File: src/rtl/enigma_step_controller.sv
// rtl/enigma_step_controller.sv - key sequencing and rotor stepping for the Enigma datapath
//
// Ports:
//   clk, rst                     clock; asynchronous active-low reset
//   load, load_r1/2/3            load initial rotor positions (IDLE only)
//   key_valid, key_data          key handshake input, key_ready back-pressure
//   dp_in, dp_out                letter to / result from the combinational datapath
//   r1_pos, r2_pos, r3_pos       rotor positions driven into the datapath
//   out_valid, out_data          one-cycle strobe with the encrypted letter
//   err                          one-cycle strobe for any rejected request or bad dp_out
//   char_count                   characters completed, wraps at 2^CNT_W
module enigma_step_controller #(
  parameter int R1_NOTCH      = 16,
  parameter int R2_NOTCH      = 4,
  parameter int SETTLE_CYCLES = 2,
  parameter int CNT_W         = 16
) (
  input  logic             clk,
  input  logic             rst,
  input  logic             load,
  input  logic [5:0]       load_r1,
  input  logic [5:0]       load_r2,
  input  logic [5:0]       load_r3,
  input  logic             key_valid,
  input  logic [5:0]       key_data,
  output logic             key_ready,
  output logic [5:0]       dp_in,
  input  logic [5:0]       dp_out,
  output logic [5:0]       r1_pos,
  output logic [5:0]       r2_pos,
  output logic [5:0]       r3_pos,
  output logic             out_valid,
  output logic [5:0]       out_data,
  output logic             err,
  output logic [CNT_W-1:0] char_count
);

  typedef enum logic [1:0] {IDLE, STEP, SETTLE, CAPTURE} state_t;

  localparam logic [5:0] R1N         = 6'(R1_NOTCH);
  localparam logic [5:0] R2N         = 6'(R2_NOTCH);
  localparam logic [3:0] SETTLE_LAST = 4'(SETTLE_CYCLES - 1);

  state_t     state, state_next;
  logic [3:0] settle_cnt;
  logic       accept;
  logic       load_take;
  logic       load_bad;
  logic       err_next;

  function automatic logic [5:0] inc26(input logic [5:0] p);
    return (p == 6'd25) ? 6'd0 : p + 6'd1;
  endfunction

  always_ff @(posedge clk or negedge rst) begin
    if (!rst) state <= IDLE;
    else      state <= state_next;
  end

  always_comb begin
    state_next = state;
    accept     = 1'b0;
    load_take  = 1'b0;
    err_next   = 1'b0;
    key_ready  = 1'b0;
    load_bad   = (load_r1 > 6'd25) || (load_r2 > 6'd25) || (load_r3 > 6'd25);
    case (state)
      IDLE: begin
        // key_ready is gated by rst so it reads 0 for the whole reset period
        key_ready = rst && !load;
        if (load) begin
          if (load_bad) err_next  = 1'b1;
          else          load_take = 1'b1;
        end else if (key_valid) begin
          if (key_data <= 6'd25) begin
            accept     = 1'b1;
            state_next = STEP;
          end else begin
            err_next = 1'b1;
          end
        end
      end
      STEP:    state_next = SETTLE;
      SETTLE:  if (settle_cnt == SETTLE_LAST) state_next = CAPTURE;
      CAPTURE: begin
        state_next = IDLE;
        if (dp_out > 6'd25) err_next = 1'b1;
      end
      default: state_next = IDLE;
    endcase
    // a load arriving while busy is refused and flagged
    if (load && (state != IDLE)) err_next = 1'b1;
  end

  always_ff @(posedge clk or negedge rst) begin
    if (!rst) begin
      r1_pos     <= 6'd0;
      r2_pos     <= 6'd0;
      r3_pos     <= 6'd0;
      dp_in      <= 6'd0;
      out_data   <= 6'd0;
      out_valid  <= 1'b0;
      err        <= 1'b0;
      char_count <= '0;
      settle_cnt <= 4'd0;
    end else begin
      out_valid <= (state == CAPTURE);
      err       <= err_next;
      if (accept) dp_in <= key_data;
      if (load_take) begin
        r1_pos <= load_r1;
        r2_pos <= load_r2;
        r3_pos <= load_r3;
      end
      case (state)
        STEP: begin
          // all three decisions use the pre-step positions; r2 stepping on
          // its own notch is the double-step anomaly
          r1_pos <= inc26(r1_pos);
          if ((r1_pos == R1N) || (r2_pos == R2N)) r2_pos <= inc26(r2_pos);
          if (r2_pos == R2N) r3_pos <= inc26(r3_pos);
          settle_cnt <= 4'd0;
        end
        SETTLE:  settle_cnt <= settle_cnt + 4'd1;
        CAPTURE: begin
          out_data   <= dp_out;
          char_count <= char_count + {{(CNT_W-1){1'b0}}, 1'b1};
        end
        default: ;
      endcase
    end
  end

endmodule

File: config.mk
export PLATFORM = sky130hd
export DESIGN_NAME = enigma_step_controller
export DESIGN_NICKNAME = d
export VERILOG_FILES = /design/src/rtl/enigma_step_controller.sv
export SDC_FILE = /design/constraint.sdc
export NUM_CORES = 1
export LEC_CHECK = 0
export ABC_CLOCK_PERIOD_IN_PS = 2250
export BUFFER_PORTS_ARGS = -buffer_cell sky130_fd_sc_hd__buf_2
export CAP_MARGIN = 25
export CORE_MARGIN = 5
export CORE_UTILIZATION = 50
export DETAILED_ROUTE_END_ITERATION = 16
export PLACE_DENSITY = 0.85
export SYNTH_ARGS = -nofsm -noshare
export SYNTH_HDL_FRONTEND = slang
export SYNTH_SLANG_ARGS = --single-unit
File: constraint.sdc
create_clock -name clk -period 2.25 [get_ports clk]
set_input_delay 0.45 -clock clk [delete_from_list [all_inputs] [get_ports clk]]
set_output_delay 0.45 -clock clk [all_outputs]
set_load 0.02 [all_outputs]
==> flow_summary.ini <==
[status]
status = finished clean

[synth]
synthesis.instances = 256
yosys_most_used_dff = dfrtp_1
synth-warning-count = 0
syn_area_sq_mm = 0.00281
ys_async_sr_fraction_pct = 100
postSynthRegisterBits = 54
synth_cell_type_count = 43
synth_fp_nets = 305
synth-seq-area-share_pct = 48.1
synth_enable_flop_cells = 0
syn_area_per_cell_sq_um = 11.0

[sta]
setup_ws_ns = 0.265
time_the_final_worst_path_needs_with_i_o_delays_and_setup_ns = 1.98
clock_skew_ns = 0.00454
fmax_ghz = 0.504
finalHoldViolations = 0
rsz_0062_raised_after_global_routing = no
finalCritPeriodShare_pct = 88.2
fin_hold_ws_ns = 0.286
setup_viol = 0
fin_tns_setup_ns = 0
max-slew-margin-rel_pct = 55.9
timing.final.max_slew_violations = 0
worstMarginPinSlew_ns = 0.661

[floorplanning]
design.portCount = 83
die_height_um = 85.0
die_w_um = 85.0
core_area_sq_mm = 0.00547
core.rowCount = 27
floorplan.die_area_sq_mm = 0.00722
initial_core_util_pct = 51.3

[clock_tree]
cts_hold_buf = 0
cts_resized = 0
clock_latency_ns = 0.30
h_tree_level_count = 2
clock-root-buffer = clkbuf_8
cts_setup_buffers = 0
path_clk_slew_ns = 0.10
clock_sink_count = 54
tritoncts.num_buffers = 5
cts_tree = yes
max-clock-path-buffers = 2

[pwr]
leakagePower_uw = 0.00174
p_per_area_mw_per_mm2 = 1150
largest_voltage_drop_on_the_vdd_net_uv = 649

[drt]
routed-via-count = 2272
drtIter0Drc = 77
routed_via_density = 5.44
post_drt_wl_per_cell_um = 15.1
route.detailed.drc = 0
drt_pre_antenna_iters = 4
drt.antenna.violating_nets = 0
total_length_of_routed_wires_um = 6330

[cells_and_area]
layout-drive-gt1-share_pct = 33.5
layout-area-overhead-vs-synth_pct = 21.2
antennaDiodeCount = 0
final_nets = 394

[global_route]
global_route.usage.total_pct = 18.1
antenna_found_initial = 0
pin_count_of_the_biggest_net_entering_global_routing = 55
grt_pass1_vias = 2288
grt_pass1_wl_um = 10700
globalRouteOverflowTotal = 0

[flow_run]
timing.max_cap.violations = 0

[worst_setup_path]
critical_path_required_ns = 2.44
worst-path-max-fanout = 7
worst_setup_path_start_kind = register
end_kind = register
arrival_ns = 2.18
timing_worst_setup_path_type = register to register

[placed_design]
place.gp.congestion = 0.879
dp_hpwl_um = 4950
place_worst_setup_slack_ns = 0.320
port_buffers = 82

[min_path]
hp-class = primary input to asynchronous set/reset pin
final cells by class:
class | instances | area, sq um
fillers | 457 | 2070
repair buffers | 88 | 455
clock inverters | 2 | 17.5
clock buffers | 6 | 82.6
flip-flops and latches | 54 | 1350
inverters | 13 | 48.8
well taps | 72 | 90.1
multi-input cells | 183 | 1360
critical path, cell delays in order, from the launching register on:
cell,delay (ns)
dfrtp_1,0.43
inv_1,0.09
ha_1,0.22
nand4b_1,0.11
nor3_1,0.31
or2_1,0.29
o22ai_1,0.12
a221o_1,0.31
worst paths after layout:
path	startpoint	to	slack, ns	depth (start not counted)
min reg2reg	char_count[15]	char_count[15]	0.47	1
max in group asynchronous	rst	char_count[7]	1.53	2
max reg2reg	state[1]	r2_pos[3]	0.27	7
min	rst	r1_pos[4]	0.29	2
min in group clk	dp_out[0]	out_data[0]	0.38	2
max	state[1]	r2_pos[3]	0.27	7
state kept, by name (all words and copies together), names as in the netlist, 2 cells and up:
register,count
char_count,16
out_data,6
dp_in,6
state,2
settle_cnt,4
r2_pos,6
r1_pos,6
r3_pos,6
layer usage:
| metal | global-route usage (%) | part of all wire (%) | vias to the layer above |
|---|---|---|---|
| li1 | - | - | 1100 |
| met4 | 4.32 | 0.73 | 0 |
| met5 | 0 | 0 | - |
| met3 | 3.98 | 4.7 | 6 |
| met2 | 31.5 | 52 | 52 |
| met1 | 22.9 | 42 | 1114 |
placed cells by master (no fill, tap or decap), types with 4 or more instances in the layout:
master | synthesis | layout
mux2_2 | 13 | 13
o22ai_1 | 16 | 16
nand3_1 | 15 | 15
buf_2 | 0 | 82
and3_1 | 7 | 7
a211o_1 | 4 | 4
nor3_1 | 5 | 5
xor2_1 | 7 | 7
inv_1 | 13 | 13
o21ai_0 | 6 | 6
buf_4 | 1 | 6
nand2_1 | 19 | 19
xnor2_1 | 12 | 12
mux2i_1 | 10 | 10
clkbuf_8 | 1 | 6
nor3b_1 | 5 | 5
dfrtp_1 | 54 | 54
nor2_1 | 14 | 14
ha_1 | 15 | 15
synth_stat cells, types with 2 or more instances:
library cell | number | area share (%)
nor2_1 | 14 | 1.9
mux2i_1 | 10 | 3.6
a211o_1 | 4 | 1.2
xor2_1 | 7 | 2.2
xnor2_1 | 12 | 3.7
nand2b_1 | 2 | 0.45
nand2_1 | 19 | 2.5
nor3_1 | 5 | 0.89
o22ai_1 | 16 | 3.6
and3_2 | 2 | 0.53
mux2_2 | 13 | 5.2
nand4_1 | 3 | 0.67
buf_6 | 2 | 0.80
ha_1 | 15 | 6.7
a22oi_1 | 2 | 0.53
inv_1 | 13 | 1.7
dfrtp_1 | 54 | 48
o21ai_0 | 6 | 1.1
o211ai_1 | 3 | 0.80
a221o_1 | 3 | 1.1
nor3_4 | 2 | 1.2
nor3b_1 | 5 | 1.3
and3_1 | 7 | 1.6
o211a_1 | 2 | 0.71
or3_1 | 3 | 0.67
nand3_1 | 15 | 2.7
report_power, final:
group / switching, uW / internal, uW
Combinational: 996 / 724
Sequential: 339 / 1280
Clock: 321 / 254
Total: 1660 / 2260
stage by stage:
stage	cell area (sq um)	cells	total power (uW)	utilization, %
after floorplan	2810	256	2770	-
after detailed placement	3300	410	3370	60.4
after CTS	3400	418	3950	62.2
after global placement	3300	410	3300	60.4
final	3400	418	3920	62.2
after global routing	3400	418	4190	62.2
logic make-up after synthesis:
kind of cell / Yosys count / share of synthesized area [%]
DFF: 54 / 48.1
muxes: 23 / 8.78
xor gates and xnor gates: 19 / 5.92
AOI/OAI and AO/OA: 42 / 10.5
and+or+nand+nor: 84 / 16.4
adders and majority gates: 15 / 6.68
buffers and inverters: 19 / 3.56
No activity file was read; power rests on OpenSTA's default activity.
